[src/rtl/seg_scan4.sv]
// Four-digit multiplexed seven-segment scanner with load-strobed shadow registers.
// Optional macro SEG_ZERO_BLANK_EN blanks leading-zero digits (digit 0 always shown).
module seg_scan4 #(
   parameter int SCAN_DIV = 17
) (
   input  logic        clk,
   input  logic        rst,
   input  logic        load,
   input  logic [15:0] hex,
   input  logic [3:0]  pt,
   input  logic [3:0]  en,
   output logic [7:0]  SEGMENT,
   output logic [3:0]  AN,
   output logic        frame
);

   logic [SCAN_DIV-1:0] cnt;
   logic                tick;
   logic [1:0]          idx;
   logic [15:0]         hex_sh;
   logic [3:0]          pt_sh;
   logic [3:0]          en_sh;
   logic [3:0]          blank;
   logic [3:0]          nibble;
   logic [6:0]          seg7;
   logic                dig_on;
   logic [3:0]          an_nxt;
   logic [7:0]          seg_nxt;

   assign tick = (cnt == {SCAN_DIV{1'b1}});

   // Scan timing runs independently of load; only rst restarts it.
   always_ff @(posedge clk) begin
      if (rst) begin
         cnt    <= '0;
         idx    <= 2'd0;
         hex_sh <= 16'h0000;
         pt_sh  <= 4'h0;
         en_sh  <= 4'h0;
      end else begin
         cnt <= cnt + 1'b1;
         if (tick) idx <= idx + 2'd1;
         if (load) begin
            hex_sh <= hex;
            pt_sh  <= pt;
            en_sh  <= en;
         end
      end
   end

`ifdef SEG_ZERO_BLANK_EN
   always_comb begin
      blank    = 4'b0000;
      blank[1] = (hex_sh[15:4] == 12'h000);
      blank[2] = (hex_sh[15:8] == 8'h00);
      blank[3] = (hex_sh[15:12] == 4'h0);
   end
`else
   assign blank = 4'b0000;
`endif

   assign nibble = hex_sh[{idx, 2'b00} +: 4];

   always_comb begin
      seg7 = 7'h7F;
      case (nibble)
         4'h0: seg7 = 7'h40;
         4'h1: seg7 = 7'h79;
         4'h2: seg7 = 7'h24;
         4'h3: seg7 = 7'h30;
         4'h4: seg7 = 7'h19;
         4'h5: seg7 = 7'h12;
         4'h6: seg7 = 7'h02;
         4'h7: seg7 = 7'h78;
         4'h8: seg7 = 7'h00;
         4'h9: seg7 = 7'h10;
         4'hA: seg7 = 7'h08;
         4'hB: seg7 = 7'h03;
         4'hC: seg7 = 7'h46;
         4'hD: seg7 = 7'h21;
         4'hE: seg7 = 7'h06;
         4'hF: seg7 = 7'h0E;
         default: seg7 = 7'h7F;
      endcase
   end

   always_comb begin
      dig_on  = en_sh[idx] & ~blank[idx];
      an_nxt  = 4'hF;
      seg_nxt = 8'hFF;
      if (dig_on) begin
         an_nxt  = ~(4'b0001 << idx);
         seg_nxt = {~pt_sh[idx], seg7};
      end
   end

   // Outputs lag idx/shadow changes by exactly one cycle.
   always_ff @(posedge clk) begin
      if (rst) begin
         AN      <= 4'hF;
         SEGMENT <= 8'hFF;
         frame   <= 1'b0;
      end else begin
         AN      <= an_nxt;
         SEGMENT <= seg_nxt;
         frame   <= tick & (idx == 2'd3);
      end
   end

endmodule

[config.mk]
export PLATFORM = sky130hd
export DESIGN_NAME = seg_scan4
export DESIGN_NICKNAME = d
export VERILOG_FILES = /design/src/rtl/seg_scan4.sv
export SDC_FILE = /design/constraint.sdc
export NUM_CORES = 1
export LEC_CHECK = 0
export ABC_CLOCK_PERIOD_IN_PS = 6200
export CAP_MARGIN = 20
export CORE_ASPECT_RATIO = 1.75
export CORE_MARGIN = 4
export CORE_UTILIZATION = 50
export DETAILED_ROUTE_END_ITERATION = 10
export GPL_TIMING_DRIVEN = 0
export PLACE_DENSITY = 0.77
export SYNTH_ARGS = -nofsm -noshare
export SYNTH_HDL_FRONTEND = slang
export SYNTH_SLANG_ARGS = --single-unit
[constraint.sdc]
create_clock -name clk -period 6.2 [get_ports clk]
set_input_delay 1.24 -clock clk [delete_from_list [all_inputs] [get_ports clk]]
set_output_delay 1.24 -clock clk [all_outputs]
set_load 0.02 [all_outputs]
# Yosys cells after proc, flatten, opt, wreduce, memory -nomap -nowiden
# Memory sizes are Yosys's and may differ from the RTL's. A register that Yosys moved wholly into a read port is not among the register bits.
# Cells that the tools add are included.
[classes]
reduce_logical = 1
mux = 6
n_lt_le_gt_ge = 1
eq_ne = 2
n_shift = 2
n_bitwise = 6
addsub = 2
[ops]
columns = ["cell", "count"]
rows = [
  ["17-bit by 1-bit adder with 17-bit output (second input constant)", 1],
  ["17-bit == test (second input constant)", 1],
  ["16-bit by 5-bit variable part select with 4-bit output", 1],
  ["1-bit binary-select mux with 2-bit select", 3],
  ["4-bit NOT", 1],
  ["1-bit by 2-bit << shifter with 4-bit output (first input constant)", 1],
  ["2-bit by 3-bit less-than comparator with 1-bit output (second input constant)", 1],
  ["1-bit two-way mux", 3],
  ["1-bit NOT", 3],
  ["2-bit by 1-bit adder with 2-bit output (second input constant)", 1],
  ["1-bit AND", 2],
  ["2-bit == test (second input constant)", 1],
  ["2-bit OR reduction", 1],
]
[totals]
register_bits = 56
romBits = 112
out_inout_bits = 13
memories = 1
[memory_table]
columns = ["memory", "words", "width", "rd", "rd_clocked_by_memory_dff", "wr", "line", "text"]
rows = [
  ["(no name shown)", 16, 7, 1, 1, 0, "66", "case (nibble)"],
]

# Depth between registers and ports, before layout
# Gate-level depths: netlist of the first run.
[logic_depth]
word_depth = 6
ltp_mapped = 8

# Worst setup path after synthesis of the first run
# Ideal clock, no wire load.
[synth_path]
path_type = "input to register"
startpoint = "in load"
endpoint = "reg en_sh[1]"
required_ns = 6.072
setup_slack_ns = 4.044
cell_stages = 4
n_path_buf = 2
t_arrival_ns = 2.028
cell_sequence = "clkbuf_1 buf_2 mux2i_1 nor2_1"
[synth_rtl]
columns = ["item", "line", "text"]
rows = [
  ["start: declaration", "8", "input logic load,"],
  ["end signal: assignment", "46", "en_sh <= en;"],
  ["end: declaration", "22", "logic [3:0] en_sh;"],
]

# Worst setup path after layout of the first run
[layout_path]
startpoint = "reg AN[3]"
endpoint = "out AN[3]"
[layout_rtl]
columns = ["item", "line", "text"]
rows = [
  ["start: declaration", "13", "output logic [3:0] AN,"],
  ["start signal: assignment", "104", "AN <= an_nxt;"],
]
# No word-level cell between the ends.

==> results.cfg, run 1 <==
[run_status]
status = complete, no violations

[power_and_ir_drop]
ir_drop_mv = 0.167
p_leak_nw = 1.18
p_total_uw = 648
power_density_nw_per_um2 = 219

[synth]
synth_common_cells = 56 x dfxtp_1, 41 x nor2_1, 28 x mux2i_1
synth_most_common_cell = dfxtp_1
synthTopCellsByArea = dfxtp_1 46%, mux2i_1 11%, nor2_1 6.3%
mappedNetlistNets = 276
yosysSeqAreaShare_pct = 46.0
synthDominantCellAreaShare_pct = 46.0
netlist_area_um2 = 2440
postSynth.asyncResetShare_pct = 0
synthDistinctLibCells = 34
netlist_instances = 237
synthFlopType = dfxtp_1
ys_seq_elements = 56
ys_warn_count = 0
synth_top_area_cell = dfxtp_1
synth_edf_count = 0
avgSynthCellArea_um2 = 10.3

[sta]
final_hold_viol_count = 0
tns_ns = 0
relSlewSlack_pct = 66.2
tightest_slew_ns = 0.508
min_period_ns = 2.47
worst_clock_skew_ns = 0.00979
fmax_mhz = 405
fin_crit_sh_pct = 39.8
report.final.slew_viol_count = 0
setup_viol = 0
rsz0062_at_grt = false

[worst_hold_path]
worstHoldStart = cnt[0]
min_path_type = register to register
hold_depth = 1
hold_end = cnt[0]

[job]
cap_violations = 0

[floorplan]
die_width_um = 60.8
die_area_um2 = 6100
initial_core_util_pct = 51.8
die_height_um = 100
core_um2 = 4710
pin_count = 40
rows = 33

[clocking]
clkSinkCount = 56
clockBufferDepth = 2
cts_tree = built
postCtsSetupBuffers = 0
cts_root_buf = clkbuf_8
clk_latency_ns = 0.31
post_cts_resized = 0
numCtsBuffers = 5
hold_buffers = 0
clk_pin_slew_worst_paths_ns = 0.10
htreeDepth = 2

[layout]
final_cells = 334
post-route-cell-area_um2 = 2960
drive_above_1_share_pct = 7.09
final_util_pct = 62.9
nFillCells = 418
insertedDiodeCount = 0
area_growth_pct = 21.4
final_nets = 320

[critical_path]
cp.arrival_ns = 1.23
critPathKind = register to output port
end_kind = output port
rrSetupSlack_ns = 4.05
reg2reg_to = SEGMENT[0]
start_kind = register
crit_family = buffers and inverters
path_buf_inv = 1
crit_chain = clkdlybuf4s50_1
cp_slowest_stage_delay_ns = 0.60
reg2reg_from = idx[1]
cp_slowest_cell = clkdlybuf4s50_1
critPathRequiredTime_ns = 4.96
critPathMaxFanout = 1
rr_worst_depth = 6

[grt]
grt_start_max_net_pins = 18
antenna_found_initial = 0
overflow = 0
track_usage_pct = 17.3
grt_pass1_vias = 1842
grt_pass1_wl_mm = 8.02

[route]
routed_wl_mm = 4.77
avgRoutedWirePerCell_um = 14.3
via_count = 1793
drc_errors = 0
wl_met1_mm = 1.87
wl_met2_mm = 2.62
highest_layer = met4
final_antenna_net_count = 0
vias_per_cell = 5.37
drtPass1Iterations = 4
drt_iter0_drc = 66
met3WireLength_um = 171

[placed_design]
dpl_cell_area_um2 = 2870
dp_hpwl_mm = 3.60
gp_congestion = 0.912
port_buffers = 37
placed_cells = 326
## worst max path at each step
stage,from,cells past startpoint,to
detailed placement,rst,4,SEGMENT[5]
floorplan,load,4,en_sh[1]
global route,AN[2],1,AN[2]
global placement,rst,4,SEGMENT[4]
finish,AN[3],1,AN[3]
CTS,AN[3],1,AN[3]
## cell type report
class                           count  area, µm²  area share [%]
Buffer                             14       80.1            2.70
Clock buffer                        5       68.8            2.32
Clock inverter                      3       18.8           0.634
Inverter                            9       33.8            1.14
Multi-Input combinational cell    158       1200            40.6
Sequential cell                    56       1120            37.9
Tap cell                           52       65.1            2.20
Timing Repair Buffer               37        370            12.5
## registers in the layout (all words and copies together) (netlist names)
name / count
cnt: 17
hex_sh: 16
SEGMENT: 8
AN: 4
en_sh: 4
pt_sh: 4
idx: 2
frame: 1
## where the power goes
part           switching, mW  internal [mW]
combinational         0.0337         0.0390
clock                  0.117         0.0791
sequential           0.00647          0.372
total                  0.158          0.491
## per-stage QoR
| stage | hold WS [ns] | setup slack (ns) |
|---|---|---|
| after floorplan | 0.426 | 4.04 |
| after global placement | 0.441 | 3.84 |
| after detailed placement | 0.451 | 3.80 |
| after CTS | 0.475 | 3.70 |
| after global routing | 0.496 | 3.69 |
| final | 0.476 | 3.73 |
## per-layer routing
| metal | GRT usage (%) | vias up |
|---|---|---|
| met4 | 7.68 | 0 |
| met3 | 2.83 | 9 |
| li1 | - | 901 |
| met1 | 18.8 | 849 |
| met2 | 31.4 | 34 |
| met5 | 0 | - |
## cell families (layout without fill, tap and decap cells)
logic type               count (synthesis)  in the layout  share of synthesized area, %
AND/OR/NAND/NOR                         84             84                          16.3
flip-flops                              56             56                          46.0
multiplexers                            35             35                          18.0
buffers and inverters                   23             68                          4.67
AO/OA/AOI/OAI                           14             14                          4.26
XOR/XNOR                                13             13                          4.67
adder cells (fa/ha/maj)                 12             12                          6.16
## cell usage in the layout (no fill, tap or decap), drive strengths merged, types with 3 or more instances in the layout
| master | Yosys | layout |
|---|---|---|
| nor2b | 5 | 5 |
| clkbuf | 5 | 10 |
| a21oi | 4 | 4 |
| xnor2 | 8 | 8 |
| nor2 | 41 | 41 |
| nand4 | 6 | 6 |
| mux2i | 28 | 28 |
| nand2 | 12 | 12 |
| nand3 | 6 | 6 |
| nor3 | 3 | 3 |
| and4 | 4 | 4 |
| mux4 | 6 | 6 |
| clkdlybuf4s50 | 0 | 37 |
| xor2 | 5 | 5 |
| dfxtp | 56 | 56 |
| ha | 12 | 12 |
| o211ai | 3 | 3 |
| buf | 9 | 9 |
| clkinv | 0 | 3 |
| o221ai | 4 | 4 |
| inv | 9 | 9 |
(Power assumes the default switching activity.)
==> run 2: changes to the inputs <==
==> config.mk (replaced) <==
export PLATFORM = sky130hd
export DESIGN_NAME = seg_scan4
export DESIGN_NICKNAME = d
export VERILOG_FILES = /design/src/rtl/seg_scan4.sv
export SDC_FILE = /design/constraint.sdc
export NUM_CORES = 1
export LEC_CHECK = 0
export ABC_CLOCK_PERIOD_IN_PS = 2220
export CAP_MARGIN = 20
export CORE_ASPECT_RATIO = 1.75
export CORE_MARGIN = 4
export CORE_UTILIZATION = 47
export DETAILED_ROUTE_END_ITERATION = 10
export GPL_TIMING_DRIVEN = 0
export PLACE_DENSITY = 0.76
export SYNTH_ARGS = -nofsm -noshare
export SYNTH_HDL_FRONTEND = slang
export SYNTH_SLANG_ARGS = --single-unit
==> constraint.sdc (replaced) <==
create_clock -name clk -period 2.22 [get_ports clk]
set_input_delay 0.444 -clock clk [delete_from_list [all_inputs] [get_ports clk]]
set_output_delay 0.444 -clock clk [all_outputs]
set_load 0.02 [all_outputs]
==> results.cfg, run 2 (synthesized netlist as in run 1, its figures left out) <==
[run_status]
status = complete, no violations

[floorplan]
die_height_um = 103
die_width_um = 62.5
pin_count = 40
core_um2 = 5020
initial_core_util_pct = 48.6
die_area_um2 = 6450
rows = 34

[grt]
antenna_found_initial = 0
grt_start_max_net_pins = 16
grt_pass1_wl_mm = 8.14
overflow = 0
track_usage_pct = 16.1
grt_pass1_vias = 1791

[layout]
final_common_cell = dfxtp_1
nFillCells = 431
largest_reg_flops = 17
final_nets = 320
final_cell_mix = 56 x dfxtp_1, 41 x nor2_1, 37 x clkdlybuf4s50_1
final_util_pct = 58.7
regMostFlops = cnt
reg_top3 = cnt (17), hex_sh (16), SEGMENT (8)
drive_above_1_share_pct = 7.12
insertedDiodeCount = 0
area_growth_pct = 20.8

[route]
wl_met1_mm = 1.88
drt_iter0_drc = 59
routed_wl_mm = 4.86
wl_met2_mm = 2.70
final_antenna_net_count = 0
met3WireLength_um = 202
drc_errors = 0
drtPass1Iterations = 4
highest_layer = met4
vias_per_cell = 5.34
via_count = 1789
avgRoutedWirePerCell_um = 14.5

[critical_path]
path_buf_inv = 3
cp.depth = 8
cp_slowest_cell = mux4_2
rr_worst_depth = 8
crit_chain = buf_6 > mux4_2 > inv_1 > ha_1 > inv_1 > mux2i_1 > nor3b_1 > a31oi_1
critPathMaxFanout = 8
end_kind = register
start_kind = register
crit_family = multiplexers
cp_slowest_stage_delay_ns = 0.58
cp_common_cell = inv_1
critPathKind = register to register
critPathRequiredTime_ns = 2.46
cp.arrival_ns = 2.29

[clocking]
postCtsSetupBuffers = 0
cts_root_buf = clkbuf_8
htreeDepth = 2
clockBufferDepth = 2
clk_pin_slew_worst_paths_ns = 0.09
cts_tree = built
clkSinkCount = 56
numCtsBuffers = 5
hold_buffers = 0
clk_latency_ns = 0.30

[power_and_ir_drop]
p_leak_nw = 1.16
power_density_nw_per_um2 = 607
ir_drop_mv = 0.493
p_total_mw = 1.79

[sta]
final_hold_viol_count = 0
report.final.slew_viol_count = 0
relSlewSlack_pct = 64.9
fin_crit_sh_pct = 92.7
fmax_mhz = 486
final.setup.worst_slack_ns = 0.163
rsz0062_at_grt = false
tightest_slew_ns = 0.526
tns_ns = 0
min_period_ns = 2.06
worst_clock_skew_ns = 0.00992
setup_viol = 0

[worst_hold_path]
hold_depth = 1
min_path_type = register to register

[placed_design]
port_buffers = 37
gp_congestion = 0.840
dp_hpwl_mm = 3.68
dpl_worst_slack_ns = 0.0652

[job]
cap_violations = 0
-- run 2: layout make-up --
cell class / instances / area [µm²] / share of cell area (%)
plain buffers: 14 / 80.1 / 2.72
clock inverters: 1 / 5.00 / 0.170
flip-flops and latches: 56 / 1120 / 38.0
clock buffers: 6 / 72.6 / 2.46
well taps: 54 / 67.6 / 2.29
inverters: 9 / 33.8 / 1.15
multi-input cells: 158 / 1200 / 40.6
repair buffers: 37 / 370 / 12.6
-- run 2: layer usage --
metal / vias to the layer above / GRT usage, %
met5: - / 0
li1: 899 / -
met4: 0 / 6.63
met3: 7 / 3.46
met1: 844 / 16.7
met2: 39 / 31.3
-- run 2: where the power goes --
group	internal, mW	switching [mW]	total (mW)
Combinational	0.109	0.0960	0.205
Clock	0.216	0.308	0.524
Sequential	1.04	0.0185	1.06
-- run 2: path summary, 6_finish.rpt --
path           from    endpoint  slack [ns]
max reg2reg  idx[1]  SEGMENT[3]        0.16
max          idx[1]  SEGMENT[3]        0.16
min reg2reg  cnt[0]      cnt[0]        0.47
min          cnt[0]      cnt[0]        0.47
-- run 2: stage by stage --
stage	instance area [µm²]	hold slack, ns	std cells
detailed placement	2880	0.452	328
finish	2950	0.468	335
CTS	2950	0.475	335
global placement	2880	0.439	328
floorplan	2440	0.426	237
global route	2950	0.512	335
-- run 2: what timing repair did --
item	4_1_cts	5_1_grt
hold endpoints to repair	0	0
endpoints found under the setup margin	0	2
gates resized for setup	0	2
